**config.mk**
```make
export PLATFORM = sky130hd
export DESIGN_NAME = trunc_mult_arbiter
export DESIGN_NICKNAME = d
export VERILOG_FILES = /design/src/rtl/trunc_mult_arbiter.sv
export SDC_FILE = /design/constraint.sdc
export NUM_CORES = 1
export LEC_CHECK = 0
export BUFFER_PORTS_ARGS = -buffer_cell sky130_fd_sc_hd__buf_2
export CAP_MARGIN = 15
export CORE_AREA = 2 2 62 93
export DETAILED_ROUTE_END_ITERATION = 16
export DIE_AREA = 0 0 64 95
export GPL_ROUTABILITY_DRIVEN = 0
export HOLD_SLACK_MARGIN = 0.12
export PLACE_DENSITY = 0.74
export SLEW_MARGIN = 5
export SYNTH_ARGS = -nofsm -noshare
export SYNTH_HDL_FRONTEND = slang
export SYNTH_SLANG_ARGS = --single-unit
```
**constraint.sdc**
```tcl
create_clock -name clk -period 2.7 [get_ports clk]
set_input_delay 0.135 -clock clk [delete_from_list [all_inputs] [get_ports clk]]
set_output_delay 0.135 -clock clk [all_outputs]
set_load 0.01 [all_outputs]
```
**src/rtl/trunc_mult_arbiter.sv**
```systemverilog
// trunc_mult_arbiter
// Round-robin front end that shares one combinational truncated array multiplier
// among NUM_REQ requesters. A granted request registers its operands onto
// mul_x/mul_y. After MUL_LATENCY settle cycles, the truncated product is captured
// and returned with the requester index.
// Optional build macro: TRUNC_ERR_STATS_EN adds err_count/max_err, which track how far
// the external truncated multiplier deviates from the exact product MSBs.
module trunc_mult_arbiter #(
    parameter int BIT_WIDTH        = 6,
    parameter int RESULT_BIT_WIDTH = 8,
    parameter int NUM_REQ          = 4,
    parameter int MUL_LATENCY      = 1,
    parameter int ID_W             = $clog2(NUM_REQ)
) (
    input  logic                          clk,
    input  logic                          reset,
    input  logic [NUM_REQ-1:0]            req_valid,
    output logic [NUM_REQ-1:0]            req_ready,
    input  logic [NUM_REQ*BIT_WIDTH-1:0]  req_x,
    input  logic [NUM_REQ*BIT_WIDTH-1:0]  req_y,
    output logic [BIT_WIDTH-1:0]          mul_x,
    output logic [BIT_WIDTH-1:0]          mul_y,
    input  logic [RESULT_BIT_WIDTH-1:0]   mul_result,
    output logic                          rsp_valid,
    input  logic                          rsp_ready,
    output logic [ID_W-1:0]               rsp_id,
    output logic [RESULT_BIT_WIDTH-1:0]   rsp_result,
    output logic                          busy
`ifdef TRUNC_ERR_STATS_EN
    ,
    output logic [15:0]                   err_count,
    output logic [RESULT_BIT_WIDTH-1:0]   max_err
`endif
);

    localparam int CNT_W = $clog2(MUL_LATENCY + 1);

    localparam logic [1:0] ST_IDLE = 2'd0;
    localparam logic [1:0] ST_WAIT = 2'd1;
    localparam logic [1:0] ST_RESP = 2'd2;

    logic [1:0]       state;
    logic [ID_W-1:0]  rr_ptr;
    logic [CNT_W-1:0] cnt;

    logic [NUM_REQ-1:0] grant;
    logic [ID_W-1:0]    grant_idx;
    logic [ID_W-1:0]    scan_idx;
    logic               grant_found;
    logic               capture;
    logic               complete;

    // Requester index at a given offset from the round-robin pointer, wrapping at NUM_REQ.
    function automatic logic [ID_W-1:0] rr_index(input logic [ID_W-1:0] base, input int off);
        int s;
        s = int'(base) + off;
        if (s >= NUM_REQ) begin
            s = s - NUM_REQ;
        end
        return s[ID_W-1:0];
    endfunction

    // Pointer value after serving requester id: the one just after it, wrapping to 0.
    function automatic logic [ID_W-1:0] next_ptr(input logic [ID_W-1:0] id);
        if (int'(id) == NUM_REQ - 1) begin
            return '0;
        end
        return id + 1'b1;
    endfunction

    assign capture   = (state == ST_WAIT) && (cnt == CNT_W'(1));
    assign complete  = (state == ST_RESP) && rsp_ready;
    assign req_ready = grant;
    assign busy      = (state != ST_IDLE);

    // Round-robin pick: first valid requester at or after rr_ptr; only offered while idle.
    always_comb begin
        grant       = '0;
        grant_idx   = '0;
        grant_found = 1'b0;
        scan_idx    = '0;
        if (reset && (state == ST_IDLE)) begin
            for (int k = 0; k < NUM_REQ; k++) begin
                scan_idx = rr_index(rr_ptr, k);
                if (!grant_found && req_valid[scan_idx]) begin
                    grant_found      = 1'b1;
                    grant_idx        = scan_idx;
                    grant[scan_idx]  = 1'b1;
                end
            end
        end
    end

    // Control: IDLE -> WAIT (settle countdown) -> RESP (hold until consumed) -> IDLE.
    always_ff @(posedge clk or negedge reset) begin
        if (!reset) begin
            state     <= ST_IDLE;
            rr_ptr    <= '0;
            cnt       <= '0;
            rsp_valid <= 1'b0;
        end else begin
            case (state)
                ST_IDLE: begin
                    if (grant_found) begin
                        cnt   <= CNT_W'(MUL_LATENCY);
                        state <= ST_WAIT;
                    end
                end
                ST_WAIT: begin
                    cnt <= cnt - 1'b1;
                    if (capture) begin
                        rsp_valid <= 1'b1;
                        state     <= ST_RESP;
                    end
                end
                ST_RESP: begin
                    if (complete) begin
                        rsp_valid <= 1'b0;
                        rr_ptr    <= next_ptr(rsp_id);
                        state     <= ST_IDLE;
                    end
                end
                default: begin
                    state <= ST_IDLE;
                end
            endcase
        end
    end

    // Operand registers load only on a grant; the result register loads only at capture.
    always_ff @(posedge clk or negedge reset) begin
        if (!reset) begin
            mul_x      <= '0;
            mul_y      <= '0;
            rsp_id     <= '0;
            rsp_result <= '0;
        end else begin
            if (grant_found) begin
                mul_x  <= req_x[int'(grant_idx)*BIT_WIDTH +: BIT_WIDTH];
                mul_y  <= req_y[int'(grant_idx)*BIT_WIDTH +: BIT_WIDTH];
                rsp_id <= grant_idx;
            end
            if (capture) begin
                rsp_result <= mul_result;
            end
        end
    end

`ifdef TRUNC_ERR_STATS_EN
    logic [2*BIT_WIDTH-1:0]      exact_prod;
    logic [RESULT_BIT_WIDTH-1:0] ideal;
    logic [RESULT_BIT_WIDTH-1:0] err_diff;

    // Counter increment that sticks at all-ones instead of wrapping.
    function automatic logic [15:0] sat_inc16(input logic [15:0] v);
        return (v == 16'hFFFF) ? v : v + 16'd1;
    endfunction

    // Unsigned a - b, clamped to zero when b exceeds a.
    function automatic logic [RESULT_BIT_WIDTH-1:0] clamp_sub(
        input logic [RESULT_BIT_WIDTH-1:0] a,
        input logic [RESULT_BIT_WIDTH-1:0] b
    );
        return (a > b) ? (a - b) : '0;
    endfunction

    assign exact_prod = {{BIT_WIDTH{1'b0}}, mul_x} * {{BIT_WIDTH{1'b0}}, mul_y};
    assign ideal      = exact_prod[2*BIT_WIDTH-1 -: RESULT_BIT_WIDTH];
    assign err_diff   = clamp_sub(ideal, mul_result);

    // Error statistics, updated at the same edge that captures the multiplier output.
    always_ff @(posedge clk or negedge reset) begin
        if (!reset) begin
            err_count <= '0;
            max_err   <= '0;
        end else if (capture) begin
            if (ideal != mul_result) begin
                err_count <= sat_inc16(err_count);
            end
            if (err_diff > max_err) begin
                max_err <= err_diff;
            end
        end
    end
`else
    // Without error statistics the block only forwards the external multiplier output.
`endif

endmodule

```
# Yosys cells after proc, flatten, opt, wreduce, memory -nomap -nowiden
# Cells that the tools add are included.
[op_classes] n_addsub=9 n_mul=1 magnitude_cmp=12 n_eq_ne=6 shifts=2 mux=59 bitwise=3 reduce_logical=21
[ops] op="2-bit two-way mux" n=18
[ops] op="4-bit two-way mux" n=8
[ops] op="24-bit by 32-bit variable part select with 6-bit output" n=1
[ops] op="24-bit by 6-bit variable part select with 6-bit output" n=1
[ops] op="1-bit two-way mux" n=22
[ops] op="2-bit by 3-bit less-than comparator with 1-bit output (second input constant)" n=4
[ops] op="4-bit bitwise OR" n=3
[ops] op="1-bit logical AND" n=10
[ops] op="3-bit >= comparator (second input constant)" n=3
[ops] op="1-bit binary-select mux with 2-bit select" n=4
[ops] op="1-bit demux with 2-bit select" n=4
[ops] op="2-bit by 1-bit >= comparator with 1-bit output (second input constant)" n=4
[ops] op="2-bit by 1-bit subtractor with 2-bit output (second input constant)" n=4
[ops] op="2-bit by 2-bit adder with 3-bit output (second input constant)" n=2
[ops] op="2-bit != test (second input constant)" n=3
[ops] op="2-bit case mux with 3 select lines" n=1
[ops] op="3-bit AND reduction" n=2
[ops] op="2-bit nonzero test" n=3
[ops] op="2-bit by 1-bit == test with 1-bit output (second input constant)" n=2
[ops] op="2-bit by 2-bit multiplier with 4-bit output (second input constant)" n=1
[ops] op="1-bit case mux with 2 select lines" n=2
[ops] op="2-bit AND reduction" n=2
[ops] op="2-bit by 1-bit adder with 3-bit output (second input constant)" n=1
[ops] op="2-bit by 3-bit >= comparator with 1-bit output (second input constant)" n=1
[ops] op="other kinds (5)" n=7
[word_totals] ff_bits=28 input_bits=63 output_inout_bits=28 wordCells=121

# Logic depth before layout (Yosys ltp)
[logic_depth] ltp_word=21 mapped_depth=10

# Worst setup path after synthesis
# Ideal clock, no wire load.
[synth_timing] path_kind="reg2reg" startpoint="register rr_ptr[0]" endpoint="register mul_x[0]" setup_ps=138 arrival_ps=2409 required_time_ps=2562 path_slack_ps=153 stages_incl_launch_ff=11 n_path_buf=4 period_less_slack_ps=2547 cell_sequence="dfrtp_1 buf_6 buf_4 inv_1 ha_1 clkbuf_1 o211ai_1 o32ai_4 buf_8 mux2i_1 o221ai_1"
[synth_via] elab_chain_len=21 word_cells_on_any_way=48 cone_classes="add/sub (7); mul (1); order compare (4); shift (1); mux (29); reduce/logical (6)"
[synth_rtl] element="start, declared" line="43" text="logic [ID_W-1:0] rr_ptr;"
[synth_rtl] element="start signal, assigned" line="119" text="rr_ptr <= next_ptr(rsp_id);"
[synth_rtl] element="2-bit by 3-bit >= comparator with 1-bit output / 2-bit by 1-bit subtractor with 2-bit output (equally long branches)" line="57, 58"
[synth_rtl] element="2-bit two-way mux" line="57" text="if (s >= NUM_REQ) begin"
[synth_rtl] element="2-bit two-way mux" line="82" text="if (reset && (state == ST_IDLE)) begin"
[synth_rtl] element="1-bit binary-select mux with 2-bit select" line="85" text="if (!grant_found && req_valid[scan_idx]) begin"
[synth_rtl] element="1-bit two-way mux (implied by the code)" line="85"
[synth_rtl] element="1-bit two-way mux" line="85"
[synth_rtl] element="1-bit two-way mux" line="82"
[synth_rtl] element="1-bit zero test" line="85"
[synth_rtl] element="(+5 left out)"
[synth_rtl] element="1-bit two-way mux" line="85"
[synth_rtl] element="1-bit two-way mux" line="82"
[synth_rtl] element="1-bit zero test" line="85"
[synth_rtl] element="1-bit logical AND" line="85"
[synth_rtl] element="2-bit two-way mux" line="85"
[synth_rtl] element="2-bit two-way mux" line="82"
[synth_rtl] element="2-bit by 2-bit multiplier with 4-bit output" line="139" text="mul_x <= req_x[int'(grant_idx)*BIT_WIDTH +: BIT_WIDTH];"
[synth_rtl] element="24-bit by 32-bit variable part select with 6-bit output" line="139"
[synth_rtl] element="end signal, assigned" line="139"
[synth_rtl] element="end, declared" line="21" text="output logic [BIT_WIDTH-1:0] mul_x,"
# Several ways; a longest one is shown, not always the timed one. The select of a mux whose other input is x is not followed.
# A chain may end at the register's enable or synchronous reset.

# Final worst setup path
[layout_timing] startpoint="register rr_ptr[0]" endpoint="output port req_ready[1]"
[layout_via] elab_chain_len=19 word_cells_on_any_way=70 cone_classes="add/sub (7); order compare (12); mux (38); bitwise (3); reduce/logical (10)"
[layout_rtl] element="parallel branches: the longest is 17 deep, another holds 2-bit by 1-bit adder with 3-bit output"
[layout_rtl] element="4-bit two-way mux (*)" line="85"
[layout_rtl] element="4-bit two-way mux (*)" line="82"
[layout_rtl] element="end, declared" line="18" text="output logic [NUM_REQ-1:0] req_ready,"
# Every way passes the cells marked *. The select of a mux whose other input is x is not followed.

==> results.yml <==
placed_design:
  place.port_buffers: 90
  dp_slack_ns: 0.224
  placed_cell_area_um2: 2710
  dp_hpwl_mm: 4.20
layout:
  final_area_um2: 2890
  syn_to_final_growth_pct: 29.8
  fin_nets: 391
  diodes: 0
  drive_gt1_frac: 0.390
timing:
  rsz0062_at_grt: "no"
  setup_tns_ns: 0
  max_slew.worst_pin.slew_ns: 0.962
  max_freq_mhz: 403
  setup_viol: 0
  slew_headroom: 0.357
  hold_slack_ns: 0.174
  post-route-period-util: 0.919
  maxSlewViolCount: 0
  finClkSkew_ns: 0.00410
  fin_crit_ns: 2.48
  finalWorstSetupSlack_ns: 0.218
  final_hold_viol_count: 0
global_routing:
  grt_max_degree: 30
  grt-ovfl-total: 0
  grt_pass1_vias: 1932
  antenna_found_initial: 0
  grt_first_pass_wirelength_mm: 9.05
  grt_usage: 0.185
pwr:
  fin_total_pwr_uw: 3110
  swShare: 0.434
  powerDensity_nw_per_um2: 1080
  p_leak_uw: 0.00137
  intPower_uw: 1760
  peakVddDrop_uv: 476
  sequentialPowerShare: 0.243
  pwr-share-comb: 0.652
  pwr-share-clk: 0.105
  switchingPower_uw: 1350
clocking:
  cts_setup_buffers: 0
  htreeDepth: 1
  clk_pin_slew_ns: 0.10
  numCtsBuffers: 3
  cts.sinks: 28
  cts_buffer_depth: 2
  clockRootBuffer: "clkbuf_8"
  cts_tree: "done"
  worstSkewPairLatency_ns: 0.27
job:
  drv_cap: 0
logic_synthesis:
  synth_area_um2: 2220
  ys_types: 46
  synth-edff-count: 0
  syn_inst: 224
  ys_seq_area_frac: 0.315
  synth_fp_nets: 296
  synth_ff_type: "dfrtp_1"
  async_flop_share: 1.00
  syn_area_per_cell_um2: 9.93
  ys_warn_count: 0
  synth-seq-cells: 28
floorplanning:
  ios: 91
  die_area_um2: 6080
  start_util: 0.418
  dieWidth_um: 64
  die_h_um: 95
  coreArea_um2: 5330
  fp-row-count: 33
drt:
  firstDrtPassIters: 4
  vias: 2055
  wl_mm: 5.62
  drtAntennaViolNets: 0
  wl_per_cell_um: 14.5
  drc: 0
  initialDrtViolationCount: 204
  avgViaCountPerCell: 5.30
hold_path:
  hold_path_startpoint: "req_x[1]"
  hold_class: "in2reg"
critical_path:
  startpoint_type: "flip-flop"
  setup.worst_path.class: "reg2out"
  cp.required_ns: 2.57
  reg2reg_from: "rr_ptr[0]"
  worstPathArrival_ns: 2.35
  path_max_fanout: 14
  endpoint_kind: "output port"
  crit_start: "rr_ptr[0]"
outcome:
  run_status: "finished clean"
==> critical path, stage by stage, from the launching register on <==
cell	delay, ns
dfrtp_1	0.35
inv_1	0.06
ha_1	0.51
mux4_2	0.43
nand2b_4	0.19
o21ai_1	0.13
mux2i_1	0.10
a21oi_1	0.15
buf_2	0.15
==> synthesized netlist by cell type, types with 2 or more instances <==
cell type   n  area, um2
mux2_2      9        101
mux4_2      2       45.0
o211ai_1    2       15.0
a311o_1     2       20.0
nor3b_1     2       15.0
o21ai_1     5       25.0
o221ai_1   13        114
o21ba_2     2       20.0
o32ai_4     2       55.1
buf_2       7       35.0
nand2_1    26       97.6
ha_1        9        113
nor3_1      2       10.0
mux2i_1    30        300
nor4_1      2       12.5
nor2_1      7       26.3
o21ai_0    11       55.1
buf_6       2       22.5
and2_1     12       75.1
clkbuf_1    3       11.3
nor2b_1     3       18.8
buf_4       2       15.0
dfrtp_1    28        701
a21oi_1     9       45.0
o31ai_1     2       15.0
inv_1      10       37.5
==> timing repair <==
action                                 4_1_cts  5_1_grt
endpoints found under the hold margin       37        0
setup endpoints to repair                    0        1
hold buffers                                10        0
resized for setup                            0        1
==> flip-flops by register name, summed over array words and instances (netlist names) <==
name        count
state           2
cnt             1
rr_ptr          2
rsp_result      8
mul_x           6
mul_y           6
rsp_id          2
rsp_valid       1
==> final timing paths <==
path / endpoint / slack (ns) / cells past startpoint
worst max-delay path: req_ready[1] / 0.22 / 8
worst min-delay path: mul_x[1] / 0.17 / 3
worst max register to register: mul_y[4] / 0.25 / 6
worst min register to register: mul_x[5] / 0.49 / 2
max in group asynchronous: mul_y[1] / 1.99 / 3
min in group asynchronous: rsp_result[7] / 0.44 / 3
==> layer usage <==
layer / vias to the layer above / GRT usage / routed length (um)
met5: - / 0 / 0
met4: 0 / 0.0471 / 40
met3: 4 / 0.0155 / 243
met2: 58 / 0.346 / 3110
met1: 983 / 0.224 / 2220
li1: 1010 / - / -
==> metrics by stage <==
| stage | util | instances |
|---|---|---|
| after global routing | 0.542 | 388 |
| after CTS | 0.541 | 388 |
| final | 0.542 | 388 |
| after detailed placement | 0.509 | 374 |
| after floorplan | - | 224 |
| after global placement | 0.509 | 374 |
==> cell type report <==
| cell class | count | area, um2 |
|---|---|---|
| Fill cell | 494 | 2440 |
| Multi-Input combinational cell | 170 | 1400 |
| Sequential cell | 28 | 701 |
| Timing Repair Buffer | 106 | 596 |
| Tap cell | 70 | 87.6 |
| Clock buffer | 3 | 41.3 |
| Inverter | 10 | 37.5 |
| Clock inverter | 1 | 30.0 |
==> cells by family (layout without fill, tap and decap cells) <==
kind of cell    count (synthesis)  count (layout)  synth area share
simple gates                   64              64             0.163
compound gates                 55              55             0.200
mux                            42              42             0.207
flops                          28              28             0.315
buf+inv                        26             120            0.0647
fa+ha+maj                       9               9            0.0506
==> power groups by stage <==
stage               combinational [uW]  sequential (uW)  clock, uW
floorplan                         1460              845          0
global placement                  1970              764          0
detailed placement                2030              765          0
CTS                               2050              758        339
global route                      2240              784        355
finish                            2030              756        328
==> placed cells by master, fill, tap and decap left out, types with 9 or more instances in the layout <==
cell,instances
buf_2,90
mux2i_1,30
dfrtp_1,28
nand2_1,26
o221ai_1,13
and2_1,12
o21ai_0,11
inv_1,10
dlygate4sd3_1,10
mux2_2,9
a21oi_1,9
ha_1,9
Power figures use the tool's default switching activity.
